--- config.mk ---
export PLATFORM = sky130hd
export DESIGN_NAME = mux_nt1_pipe
export DESIGN_NICKNAME = d
export VERILOG_FILES = /design/src/rtl/mux_nt1_pipe.sv
export SDC_FILE = /design/constraint.sdc
export NUM_CORES = 1
export LEC_CHECK = 0
export CAP_MARGIN = 20
export CORE_AREA = 10 10 432 434
export DETAILED_ROUTE_END_ITERATION = 16
export DIE_AREA = 0 0 442 444
export PLACE_DENSITY = 0.3
export SLEW_MARGIN = 5
export SYNTH_ARGS = -nofsm -noshare
export SYNTH_HDL_FRONTEND = slang
export SYNTH_SLANG_ARGS = --single-unit
--- constraint.sdc ---
create_clock -name clk -period 7.8 [get_ports clk]
set_input_delay 0.78 -clock clk [delete_from_list [all_inputs] [get_ports clk]]
set_output_delay 0.78 -clock clk [all_outputs]
set_load 0.02 [all_outputs]
--- src/rtl/mux_nt1_pipe.sv ---
// N:1 registered multiplexer with valid/ready on every channel and on the output.
// Per cycle, either the external select or a fair round-robin scan chooses the channel.
module mux_nt1_pipe #(
  parameter int unsigned DATA_W = 32,
  parameter int unsigned SEL_W  = 5
) (
  input  logic                          clk,
  input  logic                          rst,
  input  logic [(2**SEL_W)*DATA_W-1:0]  in_data,
  input  logic [(2**SEL_W)-1:0]         in_valid,
  output logic [(2**SEL_W)-1:0]         in_ready,
  input  logic [SEL_W-1:0]              sel,
  input  logic                          mode,
  output logic [DATA_W-1:0]             out_data,
  output logic [SEL_W-1:0]              out_sel,
  output logic                          out_valid,
  input  logic                          out_ready
);

  localparam int unsigned N = 2 ** SEL_W;

  logic [DATA_W-1:0] data_q;
  logic [SEL_W-1:0]  sel_q;
  logic              valid_q;
  logic [SEL_W-1:0]  ptr_q;

  logic              load_en;
  logic              rr_found;
  logic [SEL_W-1:0]  rr_idx;
  logic [SEL_W-1:0]  scan_idx;
  logic [SEL_W-1:0]  grant;
  logic              req;
  logic              xfer;

  assign load_en = !valid_q || out_ready;

  // Scan from the farthest offset down so the nearest valid channel after ptr wins;
  // SEL_W-bit addition wraps modulo N.
  always_comb begin
    rr_found = 1'b0;
    rr_idx   = ptr_q;
    scan_idx = ptr_q;
    for (int i = N - 1; i >= 0; i--) begin
      scan_idx = ptr_q + SEL_W'(i);
      if (in_valid[scan_idx]) begin
        rr_found = 1'b1;
        rr_idx   = scan_idx;
      end
    end
  end

  always_comb begin
    if (mode) begin
      grant = rr_idx;
      req   = rr_found;
    end else begin
      grant = sel;
      req   = in_valid[sel];
    end
  end

  assign xfer = load_en && req && !rst;

  always_comb begin
    in_ready = '0;
    if (xfer) begin
      in_ready[grant] = 1'b1;
    end
  end

  always_ff @(posedge clk) begin
    if (rst) begin
      data_q  <= '0;
      sel_q   <= '0;
      valid_q <= 1'b0;
      ptr_q   <= '0;
    end else if (xfer) begin
      data_q  <= in_data[grant*DATA_W +: DATA_W];
      sel_q   <= grant;
      valid_q <= 1'b1;
      if (mode) begin
        ptr_q <= grant + SEL_W'(1);
      end
    end else if (out_ready) begin
      valid_q <= 1'b0;
    end
  end

  assign out_data  = data_q;
  assign out_sel   = sel_q;
  assign out_valid = valid_q;

endmodule

-- After elaboration in Yosys (flattened, before gate mapping)
Cells that the tools add are included.
- flip-flop bits (word level): 43
- word-level logic and storage cells: 217
- input bits: 1065
- output and inout bits: 70
- $lt $le $gt $ge: 35
- muxes and demuxes: 137
- reduce and logical (&&, ||, !) cells: 8
- add/subtract/negate cells: 32
- shift-type cells: 1
- operator list (kind ; number):
    1024-bit by 11-bit indexed part select with 32-bit output ; 1
    5-bit by 6-bit less-than comparator with 1-bit output, second input constant ; 34
    1-bit binary-select mux with 5-bit select ; 33
    5-bit 2-to-1 mux ; 33
    5-bit adder, second input constant ; 16
    1-bit 2-to-1 mux ; 69
    5-bit by 4-bit adder with 5-bit output, second input constant ; 8
    32-bit 2-to-1 mux ; 1
    5-bit by 3-bit adder with 5-bit output, second input constant ; 4
    5-bit by 1-bit adder with 5-bit output, second input constant ; 2
    5-bit by 2-bit adder with 5-bit output, second input constant ; 2
    1-bit demux with 5-bit select ; 1
    5-bit by 1-bit >= comparator with 1-bit output, second input constant ; 1
    1-bit logical AND ; 3
    1-bit logical NOT ; 2
    2-bit AND reduction ; 1
    2-bit nonzero test ; 1
    1-bit logical OR ; 1

-- Depth between registers and ports, before layout
- depth after elaboration: 41
- depth in mapped cells: 29
- mapped depth without buffers: 18

-- Least setup slack after synthesis
No wires, ideal clock.
- kind: register to output
- start point: reg ptr_q[0]
- end point: out in_ready[0]
- data arrival time: 5.763 ns
- path slack: 1.257 ns
- cell stages (with the launch flop): 26
- cells stage by stage: dfxtp_1 buf_6 buf_6 inv_2 buf_4 buf_4 buf_2 ha_1 buf_6 buf_2 mux4_2 buf_2 mux4_2 mux2i_2 nand4_1 a2111oi_0 o21a_1 nor4b_1 a221oi_4 buf_6 buf_2 buf_4 buf_2 ha_1 nand3_1 nor2b_1
- longest elaborated chain between the ends: 41
- elaborated cells between the ends (all ways): 169
- ends and longest elaborated chain (item ; line ; source):
    start, declared ; 25 ; logic [SEL_W-1:0] ptr_q;
    start signal, assigned ; 82 ; ptr_q <= grant + SEL_W'(1);
    5-bit adder ; 44 ; scan_idx = ptr_q + SEL_W'(i);
    1-bit binary-select mux with 5-bit select ; 45 ; if (in_valid[scan_idx]) begin
    1-bit 2-to-1 mux (not written as such) ; 45 ;
    5-bit 2-to-1 mux (32 in a row) ; 45 ;
    5-bit 2-to-1 mux ; 53 ; if (mode) begin
    5-bit by 6-bit less-than comparator with 1-bit output (not written as such) / 5-bit by 1-bit >= comparator with 1-bit output (equally long branches) ; 67 ; in_ready[grant] = 1'b1;
    1-bit logical AND (not written as such) ; 67 ;
    1-bit 2-to-1 mux (not written as such) ; 67 ;
    1-bit demux with 5-bit select ; 67 ;
    32-bit 2-to-1 mux (*) ; 66 ; if (xfer) begin
    end, declared ; 11 ; output logic [(2**SEL_W)-1:0] in_ready,
Mark *: on every way between the ends. The rest lies on a longest branch, timed or not. The select of a mux whose other input is x is not followed.

-- Worst setup path after layout
- start point: reg ptr_q[3]
- end point: out in_ready[18]
Same word-level chain as after synthesis.

==> results.sh <==
export IMPL_status="finished clean"
export IMPL_netlist_area_mm2=0.0188
export IMPL_path_max_fanout=50
export IMPL_avgSynthCellArea_um2=9.47
export IMPL_period_share_pct=95.6
export IMPL_synth_nets=3066
export IMPL_yosys_area_share_simple_pct=10.6
export IMPL_dp_hpwl_mm=187
export IMPL_grt_pass1_vias=24600
export IMPL_cts_sinks=43
export IMPL_root_buffer="clkbuf_16"
export IMPL_synth_edf_count=0
export IMPL_synth_warning_count=0
export IMPL_gp_congestion=0.925
export IMPL_pin_count=1135
export IMPL_hold_violations=0
export IMPL_rsz0062_at_grt="no"
export IMPL_ys_types=93
export IMPL_tns_ns=0
export IMPL_synth_xor_area_share_pct=2.04
export IMPL_fmax_mhz=134
export IMPL_fin_crit_ns=7.46
export IMPL_async_flop_share_pct=0
export IMPL_ys_flop_type="dfxtp_1"
export IMPL_cts_buffers=5
export IMPL_h_tree_depth=2
export IMPL_die_area_mm2=0.196
export IMPL_required_ns=7.02
export IMPL_fp_dieH_um=444
export IMPL_antenna_found_initial=97
export IMPL_tightest_slew_ns=1.11
export IMPL_postRouteAntennaNets=0
export IMPL_yosysTopAreaCell="mux4_2"
export IMPL_clock_skew_ns=0.0118
export IMPL_synth_mux_area_share_pct=54.6
export IMPL_cts_tree="done"
export IMPL_synth_top_area_share_pct=29.0
export IMPL_track_usage_pct=20.2
export IMPL_ys_seq_elements=43
export IMPL_syn_instance_count=1984
export IMPL_startpoint_type="register"
export IMPL_layout_drive_gt1_share_pct=20.8
export IMPL_grt_pass1_wl_mm=266
export IMPL_clk_latency_ns=0.35
export IMPL_cp_buffers_inverters=3
export IMPL_grt_max_degree=57
export IMPL_r2r_cells=23
export IMPL_ctsResizeCount=0
export IMPL_p_per_area_mw_per_mm2=218
export IMPL_holdPathStages=1
export IMPL_maxCapViolCount=0
export IMPL_gr_total_overflow=0
export IMPL_coreArea_mm2=0.178
export IMPL_setup_worst_path_class="reg2out"
export IMPL_worstPathCellList="buf_6 -> ha_1 -> nor2b_1 -> xnor2_1 -> buf_4 -> mux4_2 -> nand2_1 -> a21boi_0 -> nand4_1 -> a21oi_1 -> o21a_1 -> nor4b_1 -> a221oi_4 -> ha_1 -> nand3_1 -> nor2_1 -> clkdlybuf4s50_1"
export IMPL_synth_most_common_cell="mux2i_1"
export IMPL_holdBufCountCts=0
export IMPL_timing_hold_ws_ns=0.476
export IMPL_io_buffer_count=1134
export IMPL_seq_area_frac_synth_pct=4.58
export IMPL_routed_wl_mm=210
export IMPL_synth_fa_ha_area_share_pct=1.13
export IMPL_setup_worst_path_end_class="output pin"
export IMPL_cts_buffer_depth=2
export IMPL_core_rowCount=155
export IMPL_setup_viol=0
export IMPL_via_per_inst=4.35
export IMPL_clk_pin_slew_ns=0.09
export IMPL_p_leak_nw=12.2
export IMPL_die_w_um=442
export IMPL_cts_setup_buffers=0
export IMPL_floorplan_initialDensity_pct=10.6
export IMPL_drtPass1Iterations=5
export IMPL_areaGrowthSynthToFinish_pct=82.6
export IMPL_yosys_top_cells_area="mux4_2 29%, mux2i_1 17%, mux2_2 5.7%"
export IMPL_relSlewSlack_pct=25.4
export IMPL_slowest_stage="clkdlybuf4s50_1"
export IMPL_wl_per_cell_um=37.9
export IMPL_crit_cells=17
export IMPL_drcViolationCount=0
export IMPL_worstHoldPathType="reg2reg"
export IMPL_drt_iter0_markers=2106
export IMPL_max_vdd_ir_drop_v=0.000102
export IMPL_synth_compound_area_share_pct=18.9
export IMPL_slowest_delay_ns=0.67
export IMPL_synth_top_family_by_area="multiplexers"
export IMPL_slew_violations=0
export IMPL_cp_top_family="compound AO/OA/AOI/OAI gates"
export IMPL_synth_common_cells="324 x mux2i_1, 242 x mux4_2, 148 x nor2_1"
export IMPL_cp_arrival_ns=6.68
export IMPL_cp_common_cell="ha_1"
export IMPL_vias=24000
export IMPL_nNetsFinal=4245
cell usage in the layout, fill, tap and decap left out, types with 21 or more instances in the layout:
master	synthesis	final
nand2_1	111	111
clkdlybuf4s50_1	0	1131
nand3_1	31	31
a22oi_1	25	25
o22ai_1	46	46
buf_12	0	32
a211oi_1	80	79
mux2_1	33	33
a21oi_1	94	91
nor2_1	148	145
and3_1	21	21
xnor2_1	29	26
o21ai_0	65	65
mux4_2	242	242
buf_4	28	219
mux2i_1	324	324
mux2_2	95	95
and2_1	25	25
inv_1	39	39
dfxtp_1	43	39
logic make-up after synthesis:
group / Yosys count
mux: 701
flops: 43
xor+xnor: 39
buf+inv: 261
fa+ha+maj: 17
compound gates: 497
simple gates: 426
power breakdown:
group          leakage [nW]  internal, mW  switching [mW]
combinational          11.7          3.02            3.83
clock                0.0775         0.130           0.147
sequential            0.358         0.276          0.0765
through the flow:
step	util, %	area, um2	std cells	setup WS (ns)	total power, mW
2_1_floorplan	-	18800	1984	1.26	3.98
3_3_place_gp	19.2	34100	5511	0.406	7.28
3_5_place_dp	19.2	34100	5511	0.541	7.24
4_1_cts	19.3	34300	5519	0.133	7.57
5_1_grt	19.3	34300	5524	0.00491	7.87
6_report	19.3	34300	5531	0.341	7.48
layout make-up:
class	count	area (um2)
fill	19800	144000
multi-input combinational	1680	16500
timing repair buffer	1384	13600
tap	2355	2950
sequential	43	868
inverter	49	184
clock buffer	6	139
antenna	12	30.0
clock inverter	2	15.0
final timing paths:
check	startpoint	to	slack [ns]
worst min-delay path	out_data[11]	out_data[11]	0.48
worst max register to register	ptr_q[1]	out_data[30]	0.65
worst min register to register	out_data[11]	out_data[11]	0.48
worst max-delay path	ptr_q[3]	in_ready[18]	0.34
layer usage:
| metal | share of wire, % | vias to the layer above | GRT usage, % |
|---|---|---|---|
| li1 | - | 10400 | - |
| met1 | 40 | 12400 | 24.5 |
| met2 | 52 | 1109 | 37.3 |
| met3 | 6.2 | 165 | 4.19 |
| met4 | 1.3 | 28 | 2.29 |
| met5 | 0.093 | - | 0 |
flip-flops by register name, summed over array words and instances (netlist names):
register   count
out_data      32
out_sel        5
ptr_q          5
out_valid      1
No activity file was read; power rests on OpenSTA's default activity.
